--- src/rtl/mem_req_queue_if.sv ---
// Producer and arbiter-port signals of one mem_req_queue instance.
// Directions in the signal names are from the queue's point of view.
interface mem_req_queue_if #(
  parameter int unsigned ADDR_WIDTH = 10,
  parameter int unsigned DATA_WIDTH = 32,
  parameter int unsigned PTR_WIDTH  = 2
);
  logic                  req_valid_i;
  logic                  req_ready_o;
  logic                  req_write_i;
  logic [ADDR_WIDTH-1:0] req_addr_i;
  logic [DATA_WIDTH-1:0] req_data_i;
  logic                  rsp_valid_o;
  logic [DATA_WIDTH-1:0] rsp_data_o;
  logic [PTR_WIDTH:0]    level_o;
  logic                  mem_rd_o;
  logic                  mem_wr_o;
  logic [ADDR_WIDTH-1:0] mem_addr_o;
  logic [DATA_WIDTH-1:0] mem_d4wt_o;
  logic                  mem_accept_i;
  logic [DATA_WIDTH-1:0] mem_d4rd_i;

  modport slave (
    input  req_valid_i, req_write_i, req_addr_i, req_data_i, mem_accept_i, mem_d4rd_i,
    output req_ready_o, rsp_valid_o, rsp_data_o, level_o, mem_rd_o, mem_wr_o, mem_addr_o,
           mem_d4wt_o
  );

  modport master (
    output req_valid_i, req_write_i, req_addr_i, req_data_i, mem_accept_i, mem_d4rd_i,
    input  req_ready_o, rsp_valid_o, rsp_data_o, level_o, mem_rd_o, mem_wr_o, mem_addr_o,
           mem_d4wt_o
  );
endinterface

--- src/rtl/mem_req_queue.sv ---
// Request FIFO for one arbiter port: holds the head request until accepted and
// returns read data in order using the single-cycle memory read latency.
module mem_req_queue #(
  parameter int unsigned ADDR_WIDTH = 10,
  parameter int unsigned DATA_WIDTH = 32,
  parameter int unsigned DEPTH      = 4,
  parameter int unsigned PTR_WIDTH  = 2
) (
  input logic            clk,
  input logic            rst,
  mem_req_queue_if.slave bus
);

  localparam logic [PTR_WIDTH:0] LevelFull = (PTR_WIDTH + 1)'(DEPTH);

  logic                  wr_mem_q   [DEPTH];
  logic [ADDR_WIDTH-1:0] addr_mem_q [DEPTH];
  logic [DATA_WIDTH-1:0] data_mem_q [DEPTH];

  logic [PTR_WIDTH-1:0]  wr_ptr_q, wr_ptr_d;
  logic [PTR_WIDTH-1:0]  rd_ptr_q, rd_ptr_d;
  logic [PTR_WIDTH:0]    level_q, level_d;
  logic                  rd_pend_q, rd_pend_d;
  logic                  rsp_valid_q;
  logic [DATA_WIDTH-1:0] rsp_data_q, rsp_data_d;

  logic empty, full, push, pop, head_write;

  assign empty      = (level_q == '0);
  assign full       = (level_q == LevelFull);
  assign head_write = wr_mem_q[rd_ptr_q];
  assign push       = bus.req_valid_i & ~full;
  assign pop        = ~empty & bus.mem_accept_i;

  assign bus.req_ready_o = ~full;
  assign bus.level_o     = level_q;
  assign bus.rsp_valid_o = rsp_valid_q;
  assign bus.rsp_data_o  = rsp_data_q;

  // Issue outputs depend on registered state only; mem_accept_i must not reach them.
  always_comb begin
    bus.mem_rd_o   = 1'b0;
    bus.mem_wr_o   = 1'b0;
    bus.mem_addr_o = '0;
    bus.mem_d4wt_o = '0;
    if (!empty) begin
      bus.mem_rd_o   = ~head_write;
      bus.mem_wr_o   = head_write;
      bus.mem_addr_o = addr_mem_q[rd_ptr_q];
      bus.mem_d4wt_o = data_mem_q[rd_ptr_q];
    end
  end

  always_comb begin
    wr_ptr_d   = push ? wr_ptr_q + 1'b1 : wr_ptr_q;
    rd_ptr_d   = pop  ? rd_ptr_q + 1'b1 : rd_ptr_q;
    level_d    = level_q;
    case ({push, pop})
      2'b10:   level_d = level_q + 1'b1;
      2'b01:   level_d = level_q - 1'b1;
      default: level_d = level_q;
    endcase
    rd_pend_d  = pop & ~head_write;
    // Memory data is valid the cycle after the accept, i.e. while rd_pend_q is set.
    rsp_data_d = rd_pend_q ? bus.mem_d4rd_i : rsp_data_q;
  end

  always_ff @(posedge clk) begin
    if (rst) begin
      wr_ptr_q    <= '0;
      rd_ptr_q    <= '0;
      level_q     <= '0;
      rd_pend_q   <= 1'b0;
      rsp_valid_q <= 1'b0;
      rsp_data_q  <= '0;
    end else begin
      wr_ptr_q    <= wr_ptr_d;
      rd_ptr_q    <= rd_ptr_d;
      level_q     <= level_d;
      rd_pend_q   <= rd_pend_d;
      rsp_valid_q <= rd_pend_q;
      rsp_data_q  <= rsp_data_d;
    end
  end

  // Entry storage needs no reset: occupancy alone decides what is valid.
  always_ff @(posedge clk) begin
    if (push) begin
      wr_mem_q[wr_ptr_q]   <= bus.req_write_i;
      addr_mem_q[wr_ptr_q] <= bus.req_addr_i;
      data_mem_q[wr_ptr_q] <= bus.req_data_i;
    end
  end

endmodule
--- src/flat_wrapper.sv ---
// flat-port wrapper written by rule: the top's interface ports become plain ports
module mem_req_queue_flat 
#(
  parameter int unsigned ADDR_WIDTH = 10,
  parameter int unsigned DATA_WIDTH = 32,
  parameter int unsigned DEPTH      = 4,
  parameter int unsigned PTR_WIDTH  = 2
)
  (clk, rst, bus_req_valid_i, bus_req_write_i, bus_req_addr_i, bus_req_data_i, bus_mem_accept_i, bus_mem_d4rd_i, bus_req_ready_o, bus_rsp_valid_o, bus_rsp_data_o, bus_level_o, bus_mem_rd_o, bus_mem_wr_o, bus_mem_addr_o, bus_mem_d4wt_o);
  mem_req_queue_if #(.ADDR_WIDTH(ADDR_WIDTH), .DATA_WIDTH(DATA_WIDTH), .PTR_WIDTH(PTR_WIDTH)) bus_i ();
  input logic clk;
  input logic rst;
  input wire logic [$bits(bus_i.req_valid_i)-1:0] bus_req_valid_i;
  input wire logic [$bits(bus_i.req_write_i)-1:0] bus_req_write_i;
  input wire logic [$bits(bus_i.req_addr_i)-1:0] bus_req_addr_i;
  input wire logic [$bits(bus_i.req_data_i)-1:0] bus_req_data_i;
  input wire logic [$bits(bus_i.mem_accept_i)-1:0] bus_mem_accept_i;
  input wire logic [$bits(bus_i.mem_d4rd_i)-1:0] bus_mem_d4rd_i;
  output wire logic [$bits(bus_i.req_ready_o)-1:0] bus_req_ready_o;
  output wire logic [$bits(bus_i.rsp_valid_o)-1:0] bus_rsp_valid_o;
  output wire logic [$bits(bus_i.rsp_data_o)-1:0] bus_rsp_data_o;
  output wire logic [$bits(bus_i.level_o)-1:0] bus_level_o;
  output wire logic [$bits(bus_i.mem_rd_o)-1:0] bus_mem_rd_o;
  output wire logic [$bits(bus_i.mem_wr_o)-1:0] bus_mem_wr_o;
  output wire logic [$bits(bus_i.mem_addr_o)-1:0] bus_mem_addr_o;
  output wire logic [$bits(bus_i.mem_d4wt_o)-1:0] bus_mem_d4wt_o;
  assign bus_i.req_valid_i = bus_req_valid_i;
  assign bus_i.req_write_i = bus_req_write_i;
  assign bus_i.req_addr_i = bus_req_addr_i;
  assign bus_i.req_data_i = bus_req_data_i;
  assign bus_i.mem_accept_i = bus_mem_accept_i;
  assign bus_i.mem_d4rd_i = bus_mem_d4rd_i;
  assign bus_req_ready_o = bus_i.req_ready_o;
  assign bus_rsp_valid_o = bus_i.rsp_valid_o;
  assign bus_rsp_data_o = bus_i.rsp_data_o;
  assign bus_level_o = bus_i.level_o;
  assign bus_mem_rd_o = bus_i.mem_rd_o;
  assign bus_mem_wr_o = bus_i.mem_wr_o;
  assign bus_mem_addr_o = bus_i.mem_addr_o;
  assign bus_mem_d4wt_o = bus_i.mem_d4wt_o;
  mem_req_queue #(.ADDR_WIDTH(ADDR_WIDTH), .DATA_WIDTH(DATA_WIDTH), .DEPTH(DEPTH), .PTR_WIDTH(PTR_WIDTH)) u_core (.clk(clk), .rst(rst), .bus(bus_i));
endmodule
--- config.mk ---
export PLATFORM = sky130hd
export DESIGN_NAME = mem_req_queue_flat
export DESIGN_NICKNAME = d
export VERILOG_FILES = /design/src/rtl/mem_req_queue_if.sv /design/src/rtl/mem_req_queue.sv /design/src/flat_wrapper.sv
export SDC_FILE = /design/constraint.sdc
export NUM_CORES = 1
export LEC_CHECK = 0
export CORE_AREA = 2 2 147 149
export CTS_BUF_LIST = sky130_fd_sc_hd__clkbuf_16
export DETAILED_ROUTE_END_ITERATION = 10
export DIE_AREA = 0 0 149 151
export GPL_TIMING_DRIVEN = 1
export SLEW_MARGIN = 20
export SYNTH_ARGS = -nofsm -noshare
export SYNTH_HDL_FRONTEND = slang
export SYNTH_SLANG_ARGS = --single-unit
--- constraint.sdc ---
create_clock -name clk -period 7.8 [get_ports clk]
set_input_delay 2.34 -clock clk [delete_from_list [all_inputs] [get_ports clk]]
set_output_delay 2.34 -clock clk [all_outputs]
set_load 0.05 [all_outputs]
# Yosys cells after proc, flatten, opt, wreduce, memory -nomap -nowiden
# Memory sizes are Yosys's and may differ from the RTL's. A register that Yosys moved wholly into a read port is not among the register bits.
# Index checks and enable logic that the tools add are counted.
dict set report word_totals {
  reg_bits 41
  mem_bits_rw 172
  out_inout_bits 81
  wordCells 37
  memories 3
}
dict set report classes {
  addsub 4
  n_eq_ne 3
  n_mux 13
  bitwise_logic 6
  n_reduce_logical 2
}
# name words width rd rd_ports_with_merged_regs write_ports line_no
set memory_table {}
lappend memory_table {u_core.data_mem_q 4 32 1 1 1 mem_req_queue.sv:18} ;# logic [DATA_WIDTH-1:0] data_mem_q [DEPTH];
lappend memory_table {u_core.addr_mem_q 4 10 1 1 1 mem_req_queue.sv:17} ;# logic [ADDR_WIDTH-1:0] addr_mem_q [DEPTH];
lappend memory_table {u_core.wr_mem_q 4 1 1 1 1 mem_req_queue.sv:16} ;# logic wr_mem_q [DEPTH];
# operator n
set op_table {}
lappend op_table {{$mux 32} 1}
lappend op_table {{$mux 2} 6}
lappend op_table {{$mux 10} 1}
lappend op_table {{$pmux 3 s2} 1}
lappend op_table {{$add 2x1->2 const B} 2}
lappend op_table {{$mux 1} 4}
lappend op_table {{$add 3x1->3 const B} 1}
lappend op_table {{$and 1x1->1} 3}
lappend op_table {{$eq 3x3->1 const B} 1}
lappend op_table {{$logic_not 3->1} 1}
lappend op_table {{$not 1->1} 3}
lappend op_table {{$sub 3x1->3 const B} 1}
lappend op_table {{$eq 2x1->1 const B} 1}
lappend op_table {{$eq 2x2->1 const B} 1}
lappend op_table {{$reduce_bool 2->1} 1}

# Logic depth before layout (Yosys ltp)
dict set report logic_depth {
  word_depth 5
  mapped_depth 9
  depth_no_buf 9
}

# Least setup slack after synthesis
# OpenSTA, ideal clock, no wires.
dict set report synth_timing {
  path_type {register -> output}
  startpoint {register u_core.level_q[2], in the netlist u_core.bus.level_o[2]}
  endpoint {output port bus_mem_d4wt_o[23]}
  arrival_time_ps 1842
  required_time_ps 5460
  setup_slack_ps 3618
  path_stages_with_launch 4
  path_buffers 1
  cell_sequence {dfxtp_1 -> nor3_2 -> buf_2 -> nor2b_1}
}
dict set report synth_via {
  elab_chain_len 2
}
# item line_no
set synth_lines {}
lappend synth_lines {{from (decl)} mem_req_queue.sv:22} ;# logic [PTR_WIDTH:0] level_q, level_d;
lappend synth_lines {{from (signal assigned)} mem_req_queue.sv:79} ;# level_q <= level_d;
lappend synth_lines {{$logic_not 3->1} mem_req_queue.sv:29} ;# assign empty = (level_q == '0);
lappend synth_lines {{$mux 32} mem_req_queue.sv:46} ;# if (!empty) begin
lappend synth_lines {{to (decl)} flat_wrapper.sv:26} ;# output wire logic [$bits(bus_i.mem_d4wt_o)-1:0] bus_mem_d4wt_o;
# Every way passes these cells.

==> impl_metrics.py <==
metrics = {
    "drt": {
        "ant_nets": 0,
        "top_layer": "met4",
        "vias": 4338,
        "via_per_inst": 4.847,
        "first_pass_iters": 4,
        "routed_wl_microns": 16180,
        "drc_errors": 0,
        "wl_met2_microns": 7758,
        "drt_iter0_drc": 157,
        "met1_length_microns": 6679,
        "wire_per_inst_microns": 18.08,
        "wl_met3_microns": 1406,
    },
    "pwr": {
        "p_leak_nw": 3.516,
        "power_density_nw_per_um2": 351.4,
        "peakVddDrop_mv": 0.1683,
    },
    "layout": {
        "nNetsFinal": 688,
        "drive_gt1_share_pct": 15.35,
        "ff_latch_area_sq_um": 6032,
        "multi_input_area_sq_um": 2021,
        "utilization_pct": 51.48,
        "n_fill_cell": 1716,
        "area_growth_pct": 30.16,
    },
    "die": {
        "die_x_microns": 149,
        "std_cell_rows": 53,
        "start_util_pct": 39.55,
        "io_pins": 160,
        "dieArea_sq_um": 22500,
        "die_h_microns": 151,
        "core_area_sq_um": 20820,
    },
    "sta": {
        "maxSlewHeadroom_pct": 36.04,
        "tightest_slew_ns": 0.9595,
        "fmax_mhz": 183.5,
        "hold_viol": 0,
        "period_share_pct": 69.85,
        "setup_violations": 0,
        "grt_setup_unrepaired": "no",
        "drv_slew": 0,
        "finalClockSkew_ns": 0.008118,
        "fin_crit_ns": 5.449,
        "fin_setup_tns_ns": 0,
    },
    "synthesis": {
        "synth_flop_cell": "edfxtp_1",
        "synth_common_cells": "edfxtp_1 (172), dfxtp_1 (43), mux4_2 (43)",
        "synth_most_common_cell": "edfxtp_1",
        "syn_nets": 520,
        "synth_edf_count": 172,
        "seq_area_frac_synth_pct": 73.17,
        "avgSynthCellArea_sq_um": 18.93,
        "ys_warn_count": 0,
        "synth.distinct_cells": 26,
        "synth_cells": 435,
        "synthTopCellsByArea": "edfxtp_1 (63%), mux4_2 (12%), dfxtp_1 (10%), mux2i_1 (4.0%), nor2b_1 (2.9%)",
        "ys_ff_latch": 215,
        "synth_top_area_share_pct": 62.72,
        "ys_async_sr_fraction_pct": 0,
        "syn_area_sq_um": 8235,
        "yosysTopAreaCell": "edfxtp_1",
    },
    "placed_design": {
        "hpwlAfterDp_microns": 9511,
        "io_buffers": 159,
        "place.gp.congestion": 0.6942,
    },
    "grt": {
        "grt_max_degree": 47,
        "grt_util_all_layers_pct": 14.20,
        "grt_pass1_vias": 4595,
        "antenna_found_initial": 1,
        "grt_first_pass_wirelength_microns": 24390,
        "globalRouteOverflowTotal": 0,
    },
    "critical_path": {
        "endpoint_kind": "output port",
        "crit_fanout": 43,
        "arrival_ns": 3.11,
        "reg2reg_setup_slack_ns": 5.42,
        "crit_type": "flop to output port",
        "start_kind": "flop",
        "critical_path_required_ns": 5.46,
    },
    "cts": {
        "cts_sinks": 215,
        "postCtsSetupRepairBufs": 0,
        "cts_max_level": 1,
        "cts_tree": "yes",
        "cts-resized-gates": 0,
        "cts_buffers": 23,
        "clkSlewWorstSetupHoldPaths_ns": 0.06,
        "holdBufCountCts": 0,
        "clk_latency_ns": 0.49,
        "clk_path_buf_depth": 3,
        "clockRootBuffer": "clkbuf_16",
    },
    "run_status": {
        "status": "finished clean",
    },
    "worst_hold_path": {
        "hp-class": "flop to flop",
    },
    "run": {
        "maxCapViolations": 0,
    },
}
-- worst paths after layout --
kind	endpoint	cells after the start	start
hold / removal	flop	2	u_core.rd_ptr_q[1]
setup / recovery	bus_mem_rd_o	3	flop
setup reg to reg	u_core.addr_mem_q[2][7]	4	u_core.bus.level_o[0]
hold reg to reg	flop	2	u_core.rd_ptr_q[1]
-- registers in the layout, indices dropped and copies added (netlist names), named ones only --
signal,cells
u_core.data_mem_q,128
u_core.wr_ptr_q,2
u_core.addr_mem_q,40
u_core.bus.level_o,3
u_core.bus.rsp_data_o,32
u_core.bus.rsp_valid_o,1
u_core.rd_pend_q,1
u_core.rd_ptr_q,2
u_core.wr_mem_q,4
-- power by group --
| part | internal (mW) | switching (mW) |
|---|---|---|
| sequential | 1.36 | 0.121 |
| combinational | 0.544 | 0.801 |
| clock | 0.531 | 0.403 |
| total | 2.44 | 1.33 |
-- layer usage --
metal / up-vias / track usage, %
li1: 1994 / -
met1: 2148 / 17.87
met2: 168 / 23.89
met3: 28 / 4.307
met4: 0 / 4.143
met5: - / 0
-- stage by stage --
| stage | instance area (sq um) | setup slack (ns) | instances | power [mW] | hold slack (ns) |
|---|---|---|---|---|---|
| finish | 10720 | 2.351 | 895 | 3.766 | 0.4892 |
| global route | 10720 | 2.166 | 895 | 3.941 | 0.5119 |
| CTS | 10720 | 2.247 | 894 | 3.831 | 0.4899 |
| detailed placement | 10070 | 2.774 | 853 | 2.885 | 0.4774 |
| global placement | 10070 | 2.766 | 853 | 2.871 | 0.4728 |
| floorplan | 8235 | 3.618 | 435 | 2.472 | 0.4591 |
-- cell type report --
class | count | area share [%]
antenna | 1 | 0.02335
clock buffer | 23 | 5.369
clock inverter | 18 | 0.6887
inverter | 7 | 0.2451
multi-input combinational | 190 | 18.85
sequential | 215 | 56.27
tap | 275 | 3.210
timing repair buffer | 166 | 15.34
-- cells in the final DEF, fill, tap and decap left out --
cell and count:
a21boi_2 1, a21oi_1 3, and2_2 4, buf_4 7, clkbuf_16 23, clkdlybuf4s50_1 159, clkinvlp_4 1, dfxtp_1 40
dfxtp_2 2, dfxtp_4 1, diode_2 1, edfxtp_1 172, fa_1 1, ha_1 5, inv_1 18, inv_2 5
inv_4 1, mux2_1 1, mux2i_1 33, mux4_2 43, nand2_1 2, nand2b_1 2, nor2_1 41, nor2b_1 38
nor2b_4 6, nor3_1 1, nor3_4 1, o21ai_0 2, o31ai_1 1, or3_1 2, xor2_1 3
-- worst max-delay path, cell delays in order (launching register included) --
cell,delay (ns)
dfxtp_4,0.97
mux4_2,0.68
nor2_1,0.13
clkdlybuf4s50_1,0.82
-- kinds of logic (layout without fill, tap and decap cells) --
family,after synthesis,count (layout),share of synthesized area [%]
AOI/OAI and AO/OA,7,7,0.5317
xor gates and xnor gates,3,3,0.3191
adders and majority gates,6,6,1.003
buffers and inverters,30,214,2.431
DFF,215,215,73.17
muxes,77,77,15.91
other,0,1,0
and+or+nand+nor,97,97,6.639
Note: power is estimated with default switching activity, not from simulation.
